--- src/rtl/addsub_rr_sched.sv ---
// addsub_rr_sched: round-robin scheduler sharing one offset-subtract datapath
// RES = (A + B) - SEQ among N valid/ready requesters, with a single tagged
// result register feeding one downstream consumer.
//
// Optional feature macro: ADDSUB_RR_SCHED_STATS_EN
//   When defined, adds STALL_CNT (saturating backpressure-cycle counter) and
//   GRANT_CNT (wrapping grant counter) output ports.
module addsub_rr_sched #(
  parameter int N     = 4,
  parameter int W     = 8,
  parameter int SEQ_W = 8
) (
  input  logic                   CLK,
  input  logic                   RST,
  input  logic [N-1:0]           REQ_VALID,
  output logic [N-1:0]           REQ_READY,
  input  logic [N*W-1:0]         REQ_A,
  input  logic [N*W-1:0]         REQ_B,
  output logic                   RES_VALID,
  input  logic                   RES_READY,
  output logic [W-1:0]           RES_DATA,
  output logic [$clog2(N)-1:0]   RES_ID,
`ifdef ADDSUB_RR_SCHED_STATS_EN
  output logic [15:0]            STALL_CNT,
  output logic [15:0]            GRANT_CNT,
`endif
  output logic [SEQ_W-1:0]       SEQ
);

  localparam int IDW = $clog2(N);

  typedef enum logic {
    IDLE = 1'b0,
    FULL = 1'b1
  } state_t;

  state_t           state;
  state_t           state_next;
  logic [IDW-1:0]   ptr;
  logic [IDW-1:0]   grant_idx;
  logic             grant_any;
  logic             slot_free;
  logic [SEQ_W-1:0] seq_inc;
  logic [W-1:0]     a_sel;
  logic [W-1:0]     b_sel;
  logic [W-1:0]     res_calc;

  assign RES_VALID = (state == FULL);
  assign slot_free = (state == IDLE) | (RES_VALID & RES_READY);
  assign seq_inc   = SEQ + 1'b1;

  // Circular priority scan starting at ptr; grant only when the slot frees up
  always_comb begin
    int             jj;
    logic [IDW-1:0] j;
    grant_any = 1'b0;
    grant_idx = '0;
    jj        = 0;
    j         = '0;
    for (int k = 0; k < N; k++) begin
      jj = int'(ptr) + k;
      if (jj >= N) jj = jj - N;
      j = IDW'(jj);
      if (!grant_any && slot_free && !RST && REQ_VALID[j]) begin
        grant_any = 1'b1;
        grant_idx = j;
      end
    end
  end

  // One-hot ready for the winner, operand mux and shared offset-subtract datapath
  always_comb begin
    REQ_READY = '0;
    if (grant_any) REQ_READY = N'(1) << grant_idx;
    a_sel    = REQ_A[int'(grant_idx)*W +: W];
    b_sel    = REQ_B[int'(grant_idx)*W +: W];
    res_calc = a_sel + b_sel - W'(seq_inc);
  end

  // Next state: a grant always fills the slot, a drain without grant empties it
  always_comb begin
    state_next = state;
    if (grant_any) begin
      state_next = FULL;
    end else if ((state == FULL) && RES_READY) begin
      state_next = IDLE;
    end
  end

  // State register
  always_ff @(posedge CLK or posedge RST) begin
    if (RST) begin
      state <= IDLE;
    end else begin
      state <= state_next;
    end
  end

  // Result register, issue counter and round-robin pointer update on grant
  always_ff @(posedge CLK or posedge RST) begin
    if (RST) begin
      RES_DATA <= '0;
      RES_ID   <= '0;
      SEQ      <= '0;
      ptr      <= '0;
    end else if (grant_any) begin
      RES_DATA <= res_calc;
      RES_ID   <= grant_idx;
      SEQ      <= seq_inc;
      if (int'(grant_idx) == N - 1) begin
        ptr <= '0;
      end else begin
        ptr <= grant_idx + 1'b1;
      end
    end
  end

`ifdef ADDSUB_RR_SCHED_STATS_EN
  // Backpressure cycles (saturating) and total grants (wrapping)
  always_ff @(posedge CLK or posedge RST) begin
    if (RST) begin
      STALL_CNT <= '0;
      GRANT_CNT <= '0;
    end else begin
      if (RES_VALID && !RES_READY && (STALL_CNT != 16'hFFFF)) begin
        STALL_CNT <= STALL_CNT + 16'd1;
      end
      if (grant_any) begin
        GRANT_CNT <= GRANT_CNT + 16'd1;
      end
    end
  end
`endif

endmodule

--- config.mk ---
export PLATFORM = sky130hd
export DESIGN_NAME = addsub_rr_sched
export DESIGN_NICKNAME = d
export VERILOG_FILES = /design/src/rtl/addsub_rr_sched.sv
export SDC_FILE = /design/constraint.sdc
export NUM_CORES = 1
export LEC_CHECK = 0
export CAP_MARGIN = 20
export CORE_MARGIN = 3
export CORE_UTILIZATION = 46
export CTS_CLUSTER_SIZE = 30
export DETAILED_ROUTE_END_ITERATION = 8
export PLACE_DENSITY = 0.86
export SYNTH_ARGS = -nofsm -noshare
export SYNTH_HDL_FRONTEND = slang
export SYNTH_SLANG_ARGS = --single-unit
--- constraint.sdc ---
create_clock -name CLK -period 9.6 [get_ports CLK]
set_input_delay 0.96 -clock CLK [delete_from_list [all_inputs] [get_ports CLK]]
set_output_delay 0.96 -clock CLK [all_outputs]
set_load 0.01 [all_outputs]
# After elaboration in Yosys (flattened, before gate mapping)
# Cells that the tools add are included.
# classes
n_reduce_logical	17
n_shift	3
n_mux	24
n_eq_ne	1
order_cmp	8
addsub	11
n_bitwise	3
# ops
op	n
variable part select 32 x 6 -> 8 bit	2
2-to-1 mux 2 bit	9
logical AND 1 bit	12
less-than comparator 2 x 3 -> 1 bit (second input constant)	4
2-to-1 mux 1 bit	10
greater-or-equal comparator 3 bit (second input constant)	3
adder 8 x 1 -> 8 bit (second input constant)	1
adder 8 bit	1
binary-select mux 1 bit (select 2 bit)	4
subtractor 2 x 1 -> 2 bit (second input constant)	4
subtractor 8 bit	1
adder 2 x 2 -> 3 bit (second input constant)	2
zero test 1 bit	4
2-to-1 mux 4 bit	1
<< shifter 1 x 2 -> 4 bit (first input constant)	1
adder 2 x 1 -> 3 bit (second input constant)	1
greater-or-equal comparator 2 x 3 -> 1 bit (second input constant)	1
adder 2 x 1 -> 2 bit (second input constant)	1
== test 2 x 1 -> 1 bit (second input constant)	1
nonzero test 2 bit	1
AND 1 bit	1
inverter 1 bit	1
OR 1 bit	1
# word_totals
out_inout_bits	23
register_bits	21
word_cells	72
inputBits	71

# Logic depth before layout (Yosys ltp)
# Gate-level depths: netlist of run 1.
# logic_depth
ltp_word	24
depth_mapped	19
ltp_nobuf	16

# Worst setup path before layout of run 1
# Ideal clock, no wire load.
# synth_path
kind	input port to flip-flop
startpoint	in RST
endpoint	reg RES_DATA[6]
slack_ps	5116
t_required_ps	9468
path_buffers	2
setup_time_ps	132
t_arrival_ps	4352
path_stages	17
cell_sequence	clkinv_1 > and2_1 > o221a_1 > buf_6 > buf_4 > mux2i_1 > nand2_1 > o21ai_2 > fa_1 > inv_1 > fa_1 > a21o_1 > a21o_1 > a21o_1 > a21oi_1 > xor2_1 > o21ai_1
# synth_between
elab_chain_len	22
word_cells_on_any_way	27
cone_classes	add/sub (2); shift (2); mux (8); reduce/logical (15)
# synth_rtl
element	line_no	source
from (decl)	14	input logic RST,
zero test 1 bit (no line) (*)	n/a	
logical AND 1 bit (2 in series)	64	if (!grant_any && slot_free && !RST && REQ_VALID[j]) begin
2-to-1 mux 1 bit	64	
zero test 1 bit	64	
logical AND 1 bit (3 in series)	64	
2-to-1 mux 1 bit	64	
zero test 1 bit	64	
logical AND 1 bit (3 in series)	64	
2-to-1 mux 1 bit	64	
zero test 1 bit	64	
logical AND 1 bit (3 in series)	64	
2-to-1 mux 2 bit (*)	64	
net grant_idx[1]	40	logic [IDW-1:0] grant_idx;
variable part select 32 x 6 -> 8 bit (on tied branches)	75, 76	
adder 8 bit (*)	77	res_calc = a_sel + b_sel - W'(seq_inc);
subtractor 8 bit (*)	77	
to (signal assigned)	107	RES_DATA <= res_calc;
to (decl)	21	output logic [W-1:0] RES_DATA,
# Mark *: on every way through the listed nets, which the timed path passes. The rest lies on a longest branch.
# A chain may end at the register's enable or synchronous reset.

# Worst setup path in the final report of run 1
# layout_path
startpoint	in RST
endpoint	reg RES_DATA[7]
# layout_between
elab_chain_len	22
word_cells_on_any_way	27
cone_classes	add/sub (2); shift (2); mux (8); reduce/logical (15)
# layout_rtl
element	line_no
zero test 1 bit (no line) (*)	n/a
logical AND 1 bit (2 in series)	64
2-to-1 mux 1 bit	64
zero test 1 bit	64
logical AND 1 bit (3 in series)	64
2-to-1 mux 1 bit	64
zero test 1 bit	64
logical AND 1 bit (3 in series)	64
2-to-1 mux 1 bit	64
zero test 1 bit	64
logical AND 1 bit (3 in series)	64
2-to-1 mux 2 bit	64
variable part select 32 x 6 -> 8 bit (on tied branches)	75, 76
adder 8 bit	77
subtractor 8 bit	77
# Every way passes the cells marked *; elsewhere a longest branch is shown, timed or not.

==> results of run 1 <==
[where the power goes]
group          internal (mW)  total, mW  switching, mW
Clock                 0.0290     0.0590         0.0300
Sequential             0.125      0.162         0.0366
Combinational          0.289      0.570          0.280
[critical path, cell delays in order]
cell and delay (ns):
clkdlybuf4s50_1 0.46, clkinv_1 0.63, and2_1 0.42, o221a_2 0.44
mux2_4 0.42, o21ai_2 0.13, fa_1 0.43, inv_1 0.11
ha_1 0.26, a211oi_1 0.28, o21ai_1 0.18, nor2_1 0.11
o21bai_1 0.09, xnor2_1 0.19, xnor2_1 0.14, o21ai_1 0.07
[worst min-delay path by stage]
stage,from,end,slack [ns],cells past startpoint
floorplan,RES_DATA[0],RES_DATA[0],0.51,2
global placement,RES_DATA[0],RES_DATA[0],0.46,2
detailed placement,RES_ID[0],RES_ID[0],0.47,2
CTS,RES_ID[0],RES_ID[0],0.49,2
global route,RES_DATA[0],RES_DATA[0],0.51,2
finish,RES_ID[0],RES_ID[0],0.48,2
[cell usage in the layout (no fill, tap or decap), types with 8 or more instances in the layout]
| master | instances |
|---|---|
| dfrtp_1 | 21 |
| ha_1 | 13 |
| xor2_1 | 8 |
| inv_1 | 15 |
| clkdlybuf4s50_1 | 93 |
| nand2_1 | 44 |
| xnor2_1 | 17 |
| o21ai_2 | 13 |
| mux2i_1 | 16 |
| mux2_4 | 13 |
[registers in the layout (all words and copies together), names as in the netlist]
name,count
SEQ,8
RES_DATA,8
RES_VALID,1
RES_ID,2
ptr,2
[through the flow]
step                      hold WS (ns)  cell area [um^2]  utilization  instances
after floorplan                  0.514              2160            -        234
after global placement           0.461              3090        0.696        369
after detailed placement         0.469              3090        0.696        369
after CTS                        0.487              3140        0.706        373
after global routing             0.506              3140        0.706        373
final                            0.481              3140        0.706        373
[layer usage]
layer,GRT usage,vias up,part of all wire,wire (um)
met5,0,-,0,0
met4,0.0593,0,0.014,71
met3,0.0230,7,0.059,292
met2,0.330,79,0.49,2420
met1,0.256,849,0.44,2140
li1,-,962,-,-
[area by class of cell]
type / count / share of cell area
inverters: 18 / 0.0215
flip-flops and latches: 21 / 0.167
clock inverters: 1 / 0.00159
clock buffers: 3 / 0.0132
multi-input cells: 184 / 0.476
well taps: 52 / 0.0207
repair buffers: 94 / 0.299
[kinds of logic (layout without fill, tap and decap cells)]
family	count (synthesis)	in the layout
fa+ha+maj	20	20
buf+inv	29	116
flops	21	21
compound gates	41	41
mux	29	29
simple gates	69	69
xor+xnor	25	25
==> impl_metrics.yaml, run 1 <==
status:
  outcome: "complete, no violations"
synthesis:
  ys_seq_area_frac: 0.243
  syn-cell-area_um2: 2160
  synth-xor-area-share: 0.101
  synth-compound-area-share: 0.138
  synthFlopType: "dfrtp_1"
  ys_top_cells_by_area: "dfrtp_1 (24%), mux2_4 (9.0%), nand2_1 (7.6%), ha_1 (7.5%), mux2i_1 (7.4%)"
  syn_avg_cell_area_um2: 9.25
  yosysMostFrequentCell: "nand2_1"
  yosys_register_bits: 21
  yosysTopAreaCellShare: 0.243
  ys_types: 40
  synth_fa_ha_area_frac: 0.140
  async_flop_share: 1.00
  synth_nets: 325
  synth_top_family_by_area: "multiplexers"
  synth_top_cells_by_count: "nand2_1 (44), dfrtp_1 (21), xnor2_1 (17), mux2i_1 (16), inv_1 (15)"
  synth_warnings: 0
  synth_top_area_cell: "dfrtp_1"
  netlist_instances: 234
  synth_edf_count: 0
  synthSimpleGateAreaFrac: 0.147
  synth.mux.area_fraction: 0.164
sta:
  worstMarginPinSlew_ns: 1.03
  fmax_mhz: 192
  setup_violations: 0
  layout_setup_ws_ns: 4.39
  period_share: 0.543
  fin_tns_setup_ns: 0
  rsz0062_at_grt: "false"
  finalHoldViolCount: 0
  finalClockSkew_ns: 0.00398
  max_slew_margin: 0.314
  finalMaxSlewViolations: 0
  layout_min_cycle_time_ns: 5.21
drt:
  wl_mm: 4.92
  vias_per_cell: 5.09
  dr.pass1.iters: 4
  drt_iter0_drc: 143
  vias: 1897
  wl_per_cell_um: 13.2
  ant_nets: 0
  drcViolationCount: 0
die:
  die_h_um: 74.6
  dieArea_um2: 5560
  num_rows: 24
  io_pins: 94
  core_area_um2: 4440
  initial_utilization: 0.487
  die_x_um: 74.6
setup_path:
  rrSetupSlack_ns: 5.42
  r2r_end: "RES_DATA[6]"
  worstPathArrival_ns: 5.33
  crit_path_start_kind: "primary input"
  rr_startpoint: "ptr[1]"
  required_ns: 9.72
  crit_fanout: 34
  rr_worst_depth: 15
  endpoint: "RES_DATA[7]"
  cp-end-kind: "register"
  crit_type: "primary input to register"
  crit_start: "RST"
finish:
  fin_nets: 413
  areaGrowthSynthToFinish_pct: 45.0
  multi_input_area_um2: 1500
  final-seq-area_um2: 526
  nFillCells: 368
  diodes: 0
  layout-drive-gt1-share: 0.125
global_route:
  first_global_vias: 1903
  grt_max_degree: 35
  grtUsageTotal: 0.193
  antenna_found_initial: 0
  grt_pass1_wl_mm: 8.36
  grt-ovfl-total: 0
place:
  pre_cts_ws_ns: 4.10
  dp_hpwl_mm: 4.18
  gp_congestion: 0.863
  io_buffers: 93
pwr:
  ir_drop_v: 0.000114
  p_leak_nw: 1.36
  finalPower_mw: 0.791
  power.density_nw_per_um2: 252
clocking:
  cts.sinks: 21
  cts_resized: 0
  clock-root-buffer: "clkbuf_8"
  cts_buffer_depth: 2
  ctsHoldBuffers: 0
  numCtsBuffers: 3
  cts.clk_slew.worst_paths_ns: 0.08
  htreeDepth: 1
  cts_tree: "yes"
  post_cts_buffers: 0
  clk_latency_ns: 0.27
hold_path:
  hp-class: "register to register"
flow_run:
  cap_violations: 0
Power figures use the tool's default switching activity.
==> run 2, diff against run 1 <==
--- a/config.mk
+++ b/config.mk
@@ -7,10 +7,10 @@
 export LEC_CHECK = 0
 export CAP_MARGIN = 20
 export CORE_MARGIN = 3
-export CORE_UTILIZATION = 46
+export CORE_UTILIZATION = 39
 export CTS_CLUSTER_SIZE = 30
 export DETAILED_ROUTE_END_ITERATION = 8
-export PLACE_DENSITY = 0.86
+export PLACE_DENSITY = 0.78
 export SYNTH_ARGS = -nofsm -noshare
 export SYNTH_HDL_FRONTEND = slang
 export SYNTH_SLANG_ARGS = --single-unit
==> constraint.sdc (replaced) <==
create_clock -name CLK -period 4.7 [get_ports CLK]
set_input_delay 0.47 -clock CLK [delete_from_list [all_inputs] [get_ports CLK]]
set_output_delay 0.47 -clock CLK [all_outputs]
set_load 0.01 [all_outputs]
==> run 2 against run 1 <==
Compared with the run above: worst setup slack got worse by 3.7 ns; clock power up 92%; die area is 16% higher; non-clock buffer count rose by 6; final cell count increased by 6.4%; largest cell class unchanged; wire length increased by 2.0%; critical path type unchanged; worst hold slack worse by 0.034 ns; largest power group unchanged; utilization shrank 9.4 points.
==> impl_metrics.yaml, run 2 (synthesis gave the netlist of run 1 again) <==
sta:
  fmax_mhz: 251
  worstMarginPinSlew_ns: 0.774
  finalMaxSlewViolations: 0
  fin_tns_setup_ns: 0
  max_slew_margin: 0.482
  layout_setup_ws_ns: 0.709
  holdWs_ns: 0.447
  setup_violations: 0
  rsz0062_at_grt: "false"
  finalClockSkew_ns: 0.00451
  layout_min_cycle_time_ns: 3.99
  finalHoldViolCount: 0
  period_share: 0.849
finish:
  final_common_cell: "clkdlybuf4s50_1"
  diodes: 0
  fin_nets: 419
  finalNonFillerCells: 397
  fin_area_um2: 3210
  postLayoutCoreUtil: 0.612
  layout-drive-gt1-share: 0.141
  final_cell_mix: "clkdlybuf4s50_1 (93), nand2_1 (44), dfrtp_1 (21), xnor2_1 (17), mux2i_1 (16)"
  areaGrowthSynthToFinish_pct: 48.1
  largestRegisters: "RES_DATA x8, SEQ x8"
setup_path:
  cp-end-kind: "register"
  worstPathArrival_ns: 4.10
  crit_path_start_kind: "primary input"
  required_ns: 4.81
  cpMaxStageDelayCell: "o221a_2"
  crit_type: "primary input to register"
  crit_buf_inv: 2
  crit_fanout: 18
  max_stage_delay_ns: 0.55
  crit_family: "compound AO/OA/AOI/OAI gates"
  path_cells: "clkdlybuf4s50_1, a21oi_2, o21a_1, o221a_2, mux2_4, o21ai_2, fa_1, inv_1, ha_1, a211oi_1, o21ai_1, nor2_1, o21bai_1, xnor2_1, xnor2_1, o21ai_1"
status:
  outcome: "complete, no violations"
global_route:
  grt-ovfl-total: 0
  first_global_vias: 1921
  grt_pass1_wl_mm: 8.47
  grt_max_degree: 24
  antenna_found_initial: 0
  grtUsageTotal: 0.166
place:
  gp_congestion: 0.828
  placed_area_um2: 3160
  dp_cells: 393
  pre_cts_ws_ns: 0.446
  dp_hpwl_mm: 4.52
  io_buffers: 93
clocking:
  cts_resized: 0
  cts_buffer_depth: 2
  cts.sinks: 21
  ctsHoldBuffers: 0
  numCtsBuffers: 3
  clock-root-buffer: "clkbuf_8"
  htreeDepth: 1
  cts.clk_slew.worst_paths_ns: 0.07
  clk_latency_ns: 0.25
  cts_tree: "yes"
  post_cts_buffers: 0
die:
  dieArea_um2: 6480
  die_x_um: 80.5
  num_rows: 26
  initial_utilization: 0.413
  core_area_um2: 5240
  io_pins: 94
  die_h_um: 80.5
drt:
  vias_per_cell: 4.71
  dr.pass1.iters: 4
  wl_mm: 5.02
  drcViolationCount: 0
  drt_iter0_drc: 52
  wl_per_cell_um: 12.6
  vias: 1870
  ant_nets: 0
flow_run:
  cap_violations: 0
pwr:
  power.density_nw_per_um2: 500
  p_leak_nw: 1.39
  ir_drop_v: 0.000256
  finalPower_mw: 1.60
hold_path:
  hp-class: "primary input to async pin"
run 2: changes by cell type in the layout (fill, tap and decap cells not counted), sizes merged:
cell  previous run  this run
buf              1         7
run 2: layout make-up:
class,count,area (um^2)
clock buffer,3,41.3
clock inverter,1,5.00
fill,459,2030
inverter,18,67.6
multi-input combinational,184,1500
sequential,21,526
tap,70,87.6
timing repair buffer,100,983
run 2: power breakdown:
part,internal (mW),switching [mW]
Sequential,0.256,0.0735
Combinational,0.597,0.562
Clock,0.0589,0.0545
run 2: routing by layer:
layer / wire length [um] / GRT usage / vias up
li1: - / - / 968
met1: 2040 / 0.189 / 835
met2: 2630 / 0.317 / 65
met3: 337 / 0.0381 / 2
met4: 15 / 0.0270 / 0
met5: 0 / 0 / -
run 2: path summary, 6_finish.rpt:
path                               end         start  slack, ns  cells after the start
max                        RES_DATA[7]  REQ_VALID[0]       0.71                     16
min                             ptr[0]           RST       0.45                      2
max reg2reg                RES_DATA[7]        ptr[1]       0.96                     15
min reg2reg                RES_DATA[1]   RES_DATA[1]       0.48                      2
max in group asynchronous  RES_DATA[5]           RST       3.79                      3
min in group CLK           RES_DATA[1]   RES_DATA[1]       0.48                      2
